## src/rtl/seg_scan_decoder.sv

```systemverilog
// ---------------------------------------------------------------------------
// seg_scan_decoder
//
// Purpose:
//   Watches a time-multiplexed, active-low 7-segment display bus and rebuilds
//   the BCD value of every digit. A digit is captured once its sampled
//   {anode, segment} pattern has stayed identical for STABLE_CYCLES
//   consecutive samples. A one-cycle frame strobe marks the point where every
//   digit has been refreshed at least once since the previous strobe.
//
// Parameters:
//   DIGITS        number of multiplexed digits / anodes (1..8)
//   STABLE_CYCLES consecutive identical samples required before capture (>=1)
//
// Ports:
//   clk          rising-edge clock
//   rst_n        synchronous active-low reset
//   seg_n        segment lines, active-low, bit 6 = a ... bit 0 = g
//   an_n         digit anodes, active-low, bit i selects digit i
//   digits       captured BCD values, digit i at [4i+3:4i]
//   digit_err    bit i set when digit i's last capture was an illegal pattern
//   frame_valid  one-cycle pulse when all digits have been captured
// ---------------------------------------------------------------------------
module seg_scan_decoder #(
    parameter int DIGITS        = 4,
    parameter int STABLE_CYCLES = 4
) (
    input  logic                  clk,
    input  logic                  rst_n,
    input  logic [6:0]            seg_n,
    input  logic [DIGITS-1:0]     an_n,
    output logic [4*DIGITS-1:0]   digits,
    output logic [DIGITS-1:0]     digit_err,
    output logic                  frame_valid
);

    localparam int            CW         = $clog2(STABLE_CYCLES + 1);
    localparam logic [CW-1:0] STABLE_MAX = CW'(STABLE_CYCLES);
    localparam bit            ONE_SHOT   = (STABLE_CYCLES == 1);

    typedef enum logic [1:0] {
        BLANK,
        SETTLE,
        HELD
    } state_t;

    state_t              state;
    logic [CW-1:0]       cnt;
    logic [DIGITS-1:0]   seen;

    // Sample register and the sample one edge older, used for stability checks.
    logic [DIGITS-1:0]   s_an;
    logic [6:0]          s_seg;
    logic [DIGITS-1:0]   prev_an;
    logic [6:0]          prev_seg;

    logic [DIGITS-1:0]   sel;
    logic                valid;
    logic                same;
    logic [CW-1:0]       cnt_inc;
    logic                take;
    logic [3:0]          dec_val;
    logic                dec_err;
    logic [DIGITS-1:0]   seen_upd;

    // Selection qualification: exactly one anode low. The one-hot test uses
    // the x & (x-1) trick on the inverted anode word.
    always_comb begin
        sel     = ~s_an;
        valid   = (sel != '0) && ((sel & (sel - DIGITS'(1))) == '0);
        same    = (s_an == prev_an) && (s_seg == prev_seg);
        cnt_inc = cnt + CW'(1);
    end

    // Capture decision. A capture is taken when the dwell count reaches
    // STABLE_CYCLES; with a one-sample dwell, every new valid selection
    // captures immediately, whatever state it arrives in.
    always_comb begin
        take = 1'b0;
        if (valid) begin
            case (state)
                BLANK:   take = ONE_SHOT;
                SETTLE:  take = same ? (cnt_inc == STABLE_MAX) : ONE_SHOT;
                HELD:    take = !same && ONE_SHOT;
                default: take = 1'b0;
            endcase
        end
    end

    // Segment decode of the sampled pattern. A fully dark digit is a legal
    // blank (F, no error); anything outside the table is flagged.
    always_comb begin
        dec_val = 4'hF;
        dec_err = 1'b0;
        case (s_seg)
            7'b0000001: dec_val = 4'd0;
            7'b1001111: dec_val = 4'd1;
            7'b0010010: dec_val = 4'd2;
            7'b0000110: dec_val = 4'd3;
            7'b1001100: dec_val = 4'd4;
            7'b0100100: dec_val = 4'd5;
            7'b0100000: dec_val = 4'd6;
            7'b0001111: dec_val = 4'd7;
            7'b0000000: dec_val = 4'd8;
            7'b0001100: dec_val = 4'd9;
            7'b1111111: dec_val = 4'hF;
            default: begin
                dec_val = 4'hF;
                dec_err = 1'b1;
            end
        endcase
    end

    always_comb begin
        seen_upd = seen | sel;
    end

    // Sampling, dwell FSM, capture and frame tracking. The FSM acts on the
    // sample taken at the previous edge, so a bus change arriving on the
    // capture edge only lands in the sample register and cannot cancel it.
    always_ff @(posedge clk) begin
        if (!rst_n) begin
            s_an        <= '1;
            s_seg       <= '1;
            prev_an     <= '1;
            prev_seg    <= '1;
            state       <= BLANK;
            cnt         <= '0;
            seen        <= '0;
            digits      <= '1;
            digit_err   <= '0;
            frame_valid <= 1'b0;
        end else begin
            s_an        <= an_n;
            s_seg       <= seg_n;
            prev_an     <= s_an;
            prev_seg    <= s_seg;
            frame_valid <= 1'b0;

            case (state)
                BLANK: begin
                    cnt <= '0;
                    if (valid) begin
                        cnt   <= CW'(1);
                        state <= ONE_SHOT ? HELD : SETTLE;
                    end
                end
                SETTLE: begin
                    if (!valid) begin
                        cnt   <= '0;
                        state <= BLANK;
                    end else if (same) begin
                        cnt <= cnt_inc;
                        if (cnt_inc == STABLE_MAX) begin
                            state <= HELD;
                        end
                    end else begin
                        cnt   <= CW'(1);
                        state <= ONE_SHOT ? HELD : SETTLE;
                    end
                end
                HELD: begin
                    if (!valid) begin
                        cnt   <= '0;
                        state <= BLANK;
                    end else if (!same) begin
                        cnt   <= CW'(1);
                        state <= ONE_SHOT ? HELD : SETTLE;
                    end
                end
                default: begin
                    cnt   <= '0;
                    state <= BLANK;
                end
            endcase

            if (take) begin
                for (int i = 0; i < DIGITS; i++) begin
                    if (sel[i]) begin
                        digits[4*i +: 4] <= dec_val;
                        digit_err[i]     <= dec_err;
                    end
                end
                // The completing capture closes the current frame, so seen
                // restarts empty rather than holding this digit's bit.
                if (&seen_upd) begin
                    frame_valid <= 1'b1;
                    seen        <= '0;
                end else begin
                    seen <= seen_upd;
                end
            end
        end
    end

endmodule

```

## config.mk

```make
export PLATFORM = sky130hd
export DESIGN_NAME = seg_scan_decoder
export DESIGN_NICKNAME = d
export VERILOG_FILES = /design/src/rtl/seg_scan_decoder.sv
export SDC_FILE = /design/constraint.sdc
export NUM_CORES = 1
export LEC_CHECK = 0
export BUFFER_PORTS_ARGS = -buffer_cell sky130_fd_sc_hd__buf_2
export CORE_MARGIN = 1.5
export CORE_UTILIZATION = 50
export CTS_CLUSTER_DIAMETER = 60
export DETAILED_ROUTE_END_ITERATION = 8
export PLACE_DENSITY = 0.72
export RECOVER_POWER = 25
export SETUP_SLACK_MARGIN = 0.15
export SLEW_MARGIN = 0
export SYNTH_ARGS = -nofsm -noshare
export SYNTH_HDL_FRONTEND = slang
export SYNTH_SLANG_ARGS = --single-unit
export TNS_END_PERCENT = 100
```

## constraint.sdc

```tcl
create_clock -name clk -period 2 [get_ports clk]
set_input_delay 0.2 -clock clk [delete_from_list [all_inputs] [get_ports clk]]
set_output_delay 0.2 -clock clk [all_outputs]
set_load 0.1 [all_outputs]
```

# Yosys cells after proc, flatten, opt, wreduce, memory -nomap -nowiden
# Cells that the tools add are included.
# W data, S select, Z words.
[totals] ff_bits=52 latch_bits=0 ramBits=0 romBits=0 in_bits=13 out_inout_bits=21 wordCells=73 n_memories=0
[classes] add_sub_neg=2 mul=0 div_mod_pow=0 magnitude_cmp=0 n_eq_ne=18 n_shift=0 mux=20 bitwise_logic=3 reduce_logical=14
[ops] op="$pmux W4 S10" count=1
[ops] op="$eq A7 B7 Y1 const B" count=3
[ops] op="$eq A7 B4 Y1 const B" count=2
[ops] op="$eq A7 B6 Y1 const B" count=2
[ops] op="$mux W2" count=6
[ops] op="$mux W3" count=4
[ops] op="$reduce_or A11 Y1" count=1
[ops] op="$reduce_and A2 Y1" count=5
[ops] op="$pmux W3 S3" count=1
[ops] op="$eq A7 B1 Y1 const B" count=1
[ops] op="$eq A7 B3 Y1 const B" count=1
[ops] op="$eq A7 B5 Y1 const B" count=1
[ops] op="$eq A7 B7 Y1" count=1
[ops] op="$logic_not A7 Y1" count=1
[ops] op="$mux W1" count=6
[ops] op="$pmux W2 S3" count=1
[ops] op="$and A4 B4 Y4" count=1
[ops] op="$eq A4 B4 Y1" count=1
[ops] op="$logic_not A4 Y1" count=1
[ops] op="$mux W4" count=1
[ops] op="$ne A4 B4 Y1 const B" count=1
[ops] op="$not A4 Y4" count=1
[ops] op="$or A4 B4 Y4" count=1
[ops] op="$reduce_and A4 Y1" count=1
[ops] op="11 further kinds" count=12

# Depth between registers and ports, before layout
# Gate-level depths: netlist of the first run.
[depth] ltp_word=7 depth_mapped=8 mapped_depth_nobuf=7

# Worst setup path after synthesis of the first run
# No wires, ideal clock.
[synth_timing] kind="register to register" startpoint="reg s_seg[1]" endpoint="reg digits[11]" setup_ps=95 arrival_ps=1682 required_ps=1905 setup_slack_ps=223 path_stages_with_launch=8 path_buffers=2 synth_period_minus_slack_ps=1777 cell_sequence="dfxtp_1 buf_2 xnor2_1 nand4_1 or3b_1 or2_1 buf_6 o311ai_1"
[synth_via] elab_chain_cells=6 elab_cells_between_ends=17 classes_between="eq/ne: 10; mux: 4; reduce/logical: 3"
[synth_rtl] element="start: declaration" line_no="53" source="logic [6:0] s_seg;"
[synth_rtl] element="start signal: assignment" line_no="135" source="s_seg <= seg_n;"
[synth_rtl] element="$eq A7 B7 Y1" line_no="71" source="same = (s_an == prev_an) && (s_seg == prev_seg);"
[synth_rtl] element="$logic_and A1 B1 Y1" line_no="71"
[synth_rtl] element="$mux W1" line_no="83" source="SETTLE: take = same ? (cnt_inc == STABLE_MAX) : ONE_SHOT;"
[synth_rtl] element="$mux W1" line_no="81" source="case (state)"
[synth_rtl] element="$mux W1" line_no="80" source="if (valid) begin"
[synth_rtl] element="$reduce_and A2 Y1 (no line)"
[synth_rtl] element="end signal: indexed assignment" line_no="180" source="digits[4*i +: 4] <= dec_val;"
[synth_rtl] element="end: declaration" line_no="32" source="output logic [4*DIGITS-1:0] digits,"
# Parallel ways exist; a longest one is shown, timed or not.
# A chain may end at the register's enable or synchronous reset.

# Worst setup path after layout of the first run
[layout_timing] startpoint="reg s_seg[4]" endpoint="reg digits[9]"
# Same word-level chain as after synthesis.

==> results.json, run 1 <==
{
  "combPwrFrac_pct": 11.2,
  "drt_iter0_markers": 142,
  "total_power_uw": 1860,
  "synth-edff-count": 0,
  "r2r-start": "s_seg[4]$_SDFF_PN1_",
  "yosysWarnings": 0,
  "gp_congestion": 0.920,
  "fill_cells": 373,
  "cts_sinks": 52,
  "drv_slew": 0,
  "die_area_sq_mm": 0.00525,
  "crit_slowest_cell": "or3b_4",
  "route.antenna.remaining_nets": 0,
  "grt_pass1_vias": 1803,
  "power_frac_clock_pct": 30.1,
  "final-hold-violation-count": 0,
  "cap_violations": 0,
  "slowest_delay_ps": 420,
  "crit_arrival_ps": 2080,
  "worstReg2RegEnd": "digits[9]$_SDFFE_PN1P_",
  "cts-buffers-inserted": 5,
  "die_w_um": 72.4,
  "syn_nets": 271,
  "overflow": 0,
  "initial_core_util_pct": 51.4,
  "design_area_sq_mm": 0.00317,
  "period_share_pct": 97.0,
  "die_y_um": 72.4,
  "worst-r2r-cell-count": 6,
  "dpl.hpwl_um": 3860,
  "tightest_slew_ps": 844,
  "io_buffer_count": 33,
  "status": "finished clean",
  "internal_power_uw": 1390,
  "area_growth_pct": 31.6,
  "rsz0062_at_grt": "yes",
  "wirelength_um": 5940,
  "coreArea_sq_mm": 0.00469,
  "drcViolationCount": 0,
  "layout-drive-gt1-share_pct": 41.2,
  "via_count": 2112,
  "critical_path_required_ps": 2140,
  "crit_type": "reg -> reg",
  "layout.nets": 326,
  "worstPathMaxFanout": 7,
  "clkTransAtPathRegs_ps": 90,
  "cts-root-buf": "clkbuf_8",
  "switchingPower_uw": 468,
  "io_pins": 34,
  "swShare_pct": 25.2,
  "rows": 25,
  "avgSynthCellArea_sq_um": 9.42,
  "ys_ff_latch": 52,
  "diodes": 0,
  "whs_endpoint": "s_an[1]$_SDFF_PN1_",
  "skew_ps": 3.88,
  "ir_drop_uv": 454,
  "reg2reg_slack_ps": 60,
  "synthDistinctLibCells": 53,
  "path_cells": "or3b_4 > nor4_4 > nor2_2 > a211oi_2 > buf_4 > o311ai_2",
  "seqCellArea_sq_mm": 0.00107,
  "grt_use_total_pct": 20.9,
  "synthCells": 256,
  "drt_first_pass_iters": 4,
  "synth_seq_area_share_pct": 43.2,
  "multiInputGateArea_sq_mm": 0.00147,
  "slew_headroom_pct": 43.7,
  "fmax_mhz": 516,
  "place_area_sq_mm": 0.00271,
  "syn_area_sq_mm": 0.00241,
  "end_kind": "flip-flop",
  "grt_max_degree": 18,
  "wl_per_cell_um": 16.3,
  "finalSetupViolCount": 0,
  "place_ws_ps": -3.97,
  "setup_slack_ps": 60.9,
  "hp-class": "in -> reg",
  "postCtsHoldBufs": 0,
  "pwr-share-seq_pct": 58.7,
  "grt_pass1_wl_um": 8540,
  "hold_depth": 2,
  "cts_buffer_depth": 2,
  "p_leak_uw": 0.00117,
  "period_needed_ps": 1940,
  "power_density_mw_per_mm2": 586,
  "antenna_found_initial": 0,
  "timing.hold.worst.start": "an_n[1]",
  "hold_ws_ps": 73.1,
  "ys.flop_type": "dfxtp_1",
  "final_util_pct": 67.6,
  "cts_tree": "built",
  "htree_levels": 2,
  "viasPerCell": 5.79,
  "synth_async_sr_flop_share_pct": 0,
  "insertion_delay_ps": 300,
  "start_kind": "flip-flop"
}
[per-stage QoR]
step	setup TNS (ps)	instances
2_1_floorplan	0	256
3_3_place_gp	0	347
3_5_place_dp	-8.78	347
4_1_cts	0	356
5_1_grt	-16.0	365
6_report	0	365
[per-layer routing]
metal  part of all wire [%]  global-route usage (%)  up-vias
li1                       -                       -     1023
met1                     45                    28.6     1025
met2                     49                    33.1       54
met3                    3.5                    4.72       10
met4                    1.6                    5.66        0
met5                      0                       0        -
[kinds of logic after synthesis]
kind of cell | after synthesis | synth area share [%]
flip-flops | 52 | 43.2
AO/OA/AOI/OAI | 49 | 16.3
buffers and inverters | 30 | 6.49
AND/OR/NAND/NOR | 101 | 24.6
adder cells (fa/ha/maj) | 2 | 1.04
multiplexers | 8 | 3.32
XOR/XNOR | 14 | 5.09
[registers in the layout, summed over array words and instances, names as in the netlist]
signal / count
frame_valid: 1
cnt: 3
digit_err: 4
s_seg: 7
prev_an: 4
state: 2
digits: 16
prev_seg: 7
s_an: 4
seen: 4
[cell type report]
type	count	area share, %
multi-input cells	174	46.3
flip-flops and latches	52	33.8
repair buffers	68	14.2
clock buffers	6	2.29
well taps	54	2.13
inverters	10	1.18
clock inverters	1	0.158
[worst max-delay path, delay by kind of cell, from the launching register on]
kind | cells | cell delay (ps)
buf+inv | 1 | 180
simple gates | 3 | 870
compound gates | 2 | 330
flops | 1 | 390
[synth_stat cells (all sizes together) (3+ instances only)]
master    n  area (sq um)
dfxtp    52          1040
nand2b   22           138
nor2     20          75.1
nand2    15          56.3
buf      14          96.3
inv      10          37.5
xnor2    10          87.6
o311ai    9          96.4
mux2i     8          80.1
o31ai     8          60.1
and2      6          37.5
clkbuf    6          22.5
a21oi     5          25.0
nand3     5          25.0
nor4b     5          43.8
nand4     4          25.0
nor4      4          40.0
o2111ai   4          35.0
o21a      4          30.0
or3       4          25.0
xor2      4          35.0
o21ai     3          15.0
or3b      3          26.3
[cell usage in the layout, fill, tap and decap left out, drive strengths merged, types with 3 or more instances in the layout]
cell	synthesis	routed
xnor2	10	10
xor2	4	4
o21a	4	4
a21oi	5	5
inv	10	10
nor4	4	4
o2111ai	4	4
o21ai	3	3
nand2	15	15
nand2b	22	22
mux2i	8	8
nand3	5	5
buf	14	65
o31ai	8	8
or3	4	4
and2	6	6
clkbuf	6	9
dfxtp	52	52
o311ai	9	9
nor4b	5	5
or3b	3	3
nand4	4	4
nor2	20	20
[timing repair]
| item | 4_1_cts | 5_1_grt |
|---|---|---|
| resized for setup | 15 | 63 |
| pin swaps | 3 | 15 |
| endpoints found under the setup margin | 24 | 24 |
| setup buffers | 2 | 9 |
[worst max-delay path by stage]
stage,from,end,slack [ps],depth (start not counted)
finish,s_seg[4]$_SDFF_PN1_,digits[9]$_SDFFE_PN1P_,60,6
global route,s_an[1]$_SDFF_PN1_,digits[13]$_SDFFE_PN1P_,-9,6
CTS,s_seg[6]$_SDFF_PN1_,digits[3]$_SDFFE_PN1P_,160,6
global placement,s_seg[4]$_SDFF_PN1_,digits[11]$_SDFFE_PN1P_,30,5
floorplan,s_seg[1]$_SDFF_PN1_,digits[11]$_SDFFE_PN1P_,220,7
detailed placement,s_seg[4]$_SDFF_PN1_,digits[7]$_SDFFE_PN1P_,-4,5
[power groups by stage]
| stage | registers (uW) | clock network, uW | logic (uW) |
|---|---|---|---|
| final | 1090 | 560 | 209 |
| after global routing | 1100 | 615 | 227 |
| after CTS | 1090 | 567 | 181 |
| after detailed placement | 1110 | 0 | 175 |
| after global placement | 1110 | 0 | 174 |
| after floorplan | 1090 | 0 | 135 |
Power figures use the tool's default switching activity.
==> run 2, diff against run 1 <==
Settings changed: ABC_AREA set to 1, CORE_MARGIN 1.5 to 3.
==> results.json, run 2 <==
{
  "grt_max_degree": 36,
  "synth_async_sr_flop_share_pct": 0,
  "wirelength_um": 5080,
  "insertion_delay_ps": 300,
  "synth_seq_area_share_pct": 45.8,
  "cts_sinks": 52,
  "critical_path_required_ps": 2180,
  "clkTransAtPathRegs_ps": 90,
  "finalSetupViolCount": 0,
  "drcViolationCount": 0,
  "cts-buffers-inserted": 5,
  "synth_commonest_cells": "nand2_1, dfxtp_1, nor2_1",
  "timing.hold.worst.start": "seg_n[6]",
  "hp-class": "in -> reg",
  "synth_most_common_cell": "nand2_1",
  "avgSynthCellArea_sq_um": 6.87,
  "slowest_delay_ps": 410,
  "end_kind": "flip-flop",
  "seqCellArea_sq_mm": 0.00106,
  "layout.nets": 391,
  "r2r-start": "s_an[2]$_SDFF_PN1_",
  "syn_area_sq_mm": 0.00227,
  "largest_reg_flops": 16,
  "cp-startpoint": "s_an[2]$_SDFF_PN1_",
  "io_buffer_count": 33,
  "grt_use_total_pct": 19.9,
  "io_pins": 34,
  "cts_buffer_depth": 2,
  "swShare_pct": 23.8,
  "status": "finished clean",
  "path_common_cell": "nand2_1",
  "yosysTopAreaCellShare_pct": 45.8,
  "overflow": 0,
  "cap_violations": 0,
  "rows": 23,
  "crit_type": "reg -> reg",
  "fmax_mhz": 567,
  "cts-root-buf": "clkbuf_8",
  "combPwrFrac_pct": 9.1,
  "synthDistinctLibCells": 21,
  "fill_cells": 379,
  "internal_power_uw": 1500,
  "cts_tree": "built",
  "die_area_sq_mm": 0.00539,
  "die_w_um": 73.5,
  "period_needed_ps": 1760,
  "skew_ps": 7.55,
  "period_share_pct": 88.2,
  "layout-drive-gt1-share_pct": 24.1,
  "synth_area_leaders": "dfxtp_1, nand2_1, nand3_1, nor2_1, inv_1",
  "path_cells": "inv_2 > nand2_1 > nand2_1 > nand2_1 > nand2_2 > inv_2 > nand4_1 > nor2_4 > nand2_2 > nand2_1 > nand3_1",
  "route.antenna.remaining_nets": 0,
  "die_y_um": 73.5,
  "place_area_sq_mm": 0.00253,
  "mostFrequentLayoutCell": "nand2_1",
  "multiInputGateArea_sq_mm": 0.00115,
  "ys_ff_latch": 52,
  "worstPathMaxFanout": 5,
  "drt_iter0_markers": 107,
  "grt_pass1_vias": 1915,
  "tightest_slew_ps": 489,
  "design_area_sq_mm": 0.00272,
  "rsz0062_at_grt": "yes",
  "ys.flop_type": "dfxtp_1",
  "area_growth_pct": 19.6,
  "p_leak_uw": 0.00136,
  "dpl.hpwl_um": 3720,
  "power_density_mw_per_mm2": 723,
  "drt_first_pass_iters": 4,
  "mostFrequentLayoutCells": "nand2_1, dfxtp_1, nor2_1",
  "synthCells": 331,
  "diodes": 0,
  "drv_slew": 0,
  "start_kind": "flip-flop",
  "postCtsHoldBufs": 0,
  "power_frac_clock_pct": 35.6,
  "reg.largest.list": "digits: 16 flops, prev_seg: 7 flops, s_seg: 7 flops",
  "slew_headroom_pct": 67.6,
  "initial_core_util_pct": 54.1,
  "viasPerCell": 5.00,
  "wl_per_cell_um": 11.9,
  "yosysWarnings": 0,
  "grt_pass1_wl_um": 8450,
  "switchingPower_uw": 468,
  "ir_drop_uv": 503,
  "gp_congestion": 0.905,
  "largest_register": "digits",
  "crit_slowest_cell": "dfxtp_2",
  "syn_nets": 346,
  "yosysTopAreaCell": "dfxtp_1",
  "coreArea_sq_mm": 0.00420,
  "antenna_found_initial": 0,
  "htree_levels": 2,
  "finalSetupTns_ps": 0,
  "crit_arrival_ps": 1950,
  "final-hold-violation-count": 0,
  "via_count": 2134,
  "pwr-share-seq_pct": 55.3,
  "synth-edff-count": 0
}
[run 2: cell count changes in the layout (fill, tap and decap cells not counted), sizes merged, moves of 6 or more]
cell and change:
nor2 +29, and2 -6, o31ai -8, nand2b -22, nand3 +29, mux2i -8
o311ai -9, or2 +10, inv +17, buf -23, nand2 +107
[run 2: layout make-up]
type	count	share of cell area (%)
multi-input cells	248	42.3
flip-flops and latches	52	38.9
repair buffers	42	8.55
inverters	27	4.00
clock buffers	6	2.67
well taps	50	2.30
clock inverters	2	1.29
[run 2: cell families (layout without fill, tap and decap cells)]
logic type	count (synthesis)	after routing	synth area share (%)
xor+xnor	8	8	3.08
simple gates	226	227	42.1
flops	52	52	45.8
fa+ha+maj	2	2	1.10
buf+inv	32	77	5.28
compound gates	11	11	2.64
[run 2: worst paths after layout]
kind / slack [ps] / cells past startpoint / to
min: 80 / 2 / s_seg[6]$_SDFF_PN1_
min reg2reg: 460 / 2 / digits[14]$_SDFFE_PN1P_
max: 240 / 11 / digits[8]$_SDFFE_PN1P_
max reg2reg: 240 / 11 / digits[8]$_SDFFE_PN1P_
[run 2: stage by stage]
stage | hold slack [ps] | std cells | setup slack, ps | power (uW) | utilization, %
2_1_floorplan | 307 | 331 | 471 | 1240 | -
3_3_place_gp | 385 | 415 | 197 | 1280 | 60.2
3_5_place_dp | 388 | 415 | 161 | 1280 | 60.2
4_1_cts | 70.9 | 425 | 178 | 1980 | 63.1
5_1_grt | 68.5 | 427 | 64.2 | 2060 | 64.8
6_report | 77.7 | 427 | 236 | 1970 | 64.8
[run 2: metal layers]
| layer | track usage [%] | up-vias | share of wire [%] |
|---|---|---|---|
| met2 | 32.3 | 37 | 47 |
| met4 | 6.04 | 0 | 1.1 |
| met3 | 4.51 | 7 | 4.0 |
| met5 | 0 | - | 0 |
| met1 | 26.4 | 968 | 48 |
| li1 | - | 1122 | - |
[run 2: what timing repair did]
item	in CTS	in global routing
endpoints found under the setup margin	1	26
buffers inserted	1	2
gates cloned	1	0
resized for setup	2	28
pin swaps	2	15
[run 2: power by group through the flow]
stage	sequential (uW)	combinational, uW	clock, uW
6_report	1090	179	701
5_1_grt	1090	204	760
4_1_cts	1090	174	716
3_5_place_dp	1110	173	0
3_3_place_gp	1110	168	0
2_1_floorplan	1110	130	0
[run 2: worst max-delay path: cells and delay by family (launching register included)]
family | cells | cell delay, ps
flip-flops | 1 | 410
buffers and inverters | 2 | 180
AND/OR/NAND/NOR | 9 | 1050
==> run 3, diff against run 2 <==
Settings changed: PLACE_DENSITY 0.72 to 0.79.
==> results.json, run 3 (synthesized netlist as in run 2, its figures left out) <==
{
  "status": "finished clean",
  "cts_buffer_depth": 2,
  "path_common_cell": "nand2_1",
  "power_density_mw_per_mm2": 720,
  "overflow": 0,
  "reg2reg_slack_ps": 150,
  "drt_first_pass_iters": 4,
  "area_growth_pct": 24.0,
  "power_frac_clock_pct": 36.9,
  "swShare_pct": 24.1,
  "drv_slew": 0,
  "crit_type": "reg -> reg",
  "critical_path_required_ps": 2220,
  "skew_ps": 12.0,
  "mostFrequentLayoutCells": "nand2_1, dfxtp_1, nor2_1",
  "slew_headroom_pct": 67.6,
  "slowest_delay_ps": 400,
  "grt_max_degree": 36,
  "viasPerCell": 5.15,
  "layoutNonFillerInstCount": 429,
  "switchingPower_uw": 489,
  "route.antenna.remaining_nets": 0,
  "start_kind": "flip-flop",
  "path_cells": "clkinvlp_4 > nand2_1 > nand2_1 > nor2_1 > nand2_1 > nor2_2 > nand4_1 > nor2_4 > buf_12 > buf_6 > nand3_2 > nand2_1 > nor2_1",
  "finalSetupViolCount": 0,
  "pwr-share-seq_pct": 53.7,
  "grt_pass1_wl_um": 8690,
  "io_pins": 34,
  "fmax_mhz": 539,
  "io_buffer_count": 33,
  "cts-root-buf": "clkbuf_8",
  "die_y_um": 73.5,
  "insertion_delay_ps": 310,
  "period_needed_ps": 1850,
  "dp.cells": 412,
  "p_leak_uw": 0.00138,
  "drcViolationCount": 0,
  "dpl.hpwl_um": 3790,
  "cts_tree": "built",
  "die_w_um": 73.5,
  "cts_sinks": 52,
  "ir_drop_uv": 544,
  "grt_use_total_pct": 20.4,
  "rows": 23,
  "worstPathMaxFanout": 7,
  "largest_register": "digits",
  "final-hold-violation-count": 0,
  "wirelength_um": 5350,
  "seqCellArea_sq_mm": 0.00105,
  "grt_pass1_vias": 2035,
  "drt_iter0_markers": 132,
  "rsz0062_at_grt": "yes",
  "mostFrequentLayoutCell": "nand2_1",
  "coreArea_sq_mm": 0.00420,
  "largest_reg_flops": 16,
  "antenna_found_initial": 0,
  "internal_power_uw": 1540,
  "cts-buffers-inserted": 5,
  "end_kind": "flip-flop",
  "via_count": 2211,
  "clkTransAtPathRegs_ps": 100,
  "multiInputGateArea_sq_mm": 0.00120,
  "wl_per_cell_um": 12.5,
  "gp_congestion": 0.845,
  "combPwrFrac_pct": 9.4,
  "period_share_pct": 92.7,
  "finalSetupTns_ps": 0,
  "total_power_uw": 2030,
  "layout-drive-gt1-share_pct": 25.9,
  "cap_violations": 0,
  "crit_arrival_ps": 2070,
  "layout.nets": 393,
  "die_area_sq_mm": 0.00539,
  "htree_levels": 2,
  "hp-class": "in -> reg",
  "diodes": 0,
  "fill_cells": 376,
  "initial_core_util_pct": 54.1,
  "reg.largest.list": "digits: 16 flops, prev_seg: 7 flops, s_seg: 7 flops",
  "tightest_slew_ps": 490,
  "crit_slowest_cell": "dfxtp_4"
}
==> run 3: changes by cell type in the layout (fill, tap and decap cells not counted), moves of 2 or more <==
cell,before,now
clkinvlp_4,0,2
dfxtp_1,45,47
inv_1,19,23
inv_2,5,2
inv_4,3,0
nand2_1,113,110
nand2_2,8,11
nand3_1,34,30
nand3_2,0,4
nor2_1,44,41
nor2_4,1,4
==> run 3: path summary, 6_finish.rpt <==
check                                             from                   endpoint  cells past startpoint
worst max-delay path                s_an[1]$_SDFF_PN1_  digit_err[3]$_SDFFE_PN0P_                     13
worst min register to register  digits[6]$_SDFFE_PN1P_     digits[6]$_SDFFE_PN1P_                      2
worst max register to register      s_an[1]$_SDFF_PN1_  digit_err[3]$_SDFFE_PN0P_                     13
worst min-delay path                           an_n[2]         s_an[2]$_SDFF_PN1_                      2
==> run 3: area by class of cell <==
type                            count  share of cell area (%)
Sequential cell                    52                    37.3
Multi-Input combinational cell    247                    42.7
Tap cell                           50                    2.22
Clock inverter                      2                    1.37
Timing Repair Buffer               45                    9.62
Inverter                           27                    3.86
Clock buffer                        6                    2.93
==> run 3: metrics by stage <==
stage	setup slack (ps)	utilization (%)	instance area, sq um	hold WS, ps
2_1_floorplan	471	-	2270	307
3_3_place_gp	94.3	59.6	2510	384
3_5_place_dp	99.9	59.6	2510	388
4_1_cts	158	62.8	2640	72.1
5_1_grt	40.4	67.2	2820	73.6
6_report	145	67.2	2820	77.0
==> run 3: power groups by stage <==
stage / Clock [uW] / Combinational [uW] / Sequential (uW)
2_1_floorplan: 0 / 130 / 1110
4_1_cts: 761 / 172 / 1090
3_3_place_gp: 0 / 166 / 1110
5_1_grt: 802 / 219 / 1090
6_report: 750 / 191 / 1090
3_5_place_dp: 0 / 171 / 1110
==> run 3: worst max-delay path: cells and delay by family, from the launching register on <==
kind | cells | cell delay, ps
flops | 1 | 400
simple gates | 10 | 960
buf+inv | 3 | 400
==> run 3: per-layer routing <==
metal / vias to the layer above / wire length (um) / GRT usage (%)
met5: - / 0 / 0
met4: 0 / 107 / 8.65
met3: 13 / 254 / 4.38
met2: 50 / 2600 / 33.6
met1: 1022 / 2380 / 25.7
li1: 1126 / - / -
==> run 3: timing repair <==
item	in CTS	in global routing
hold endpoints to repair	0	0
buffers inserted	1	8
gates resized for setup	3	35
setup endpoints to repair	22	29
hold buffers	0	0
pin swaps	1	8
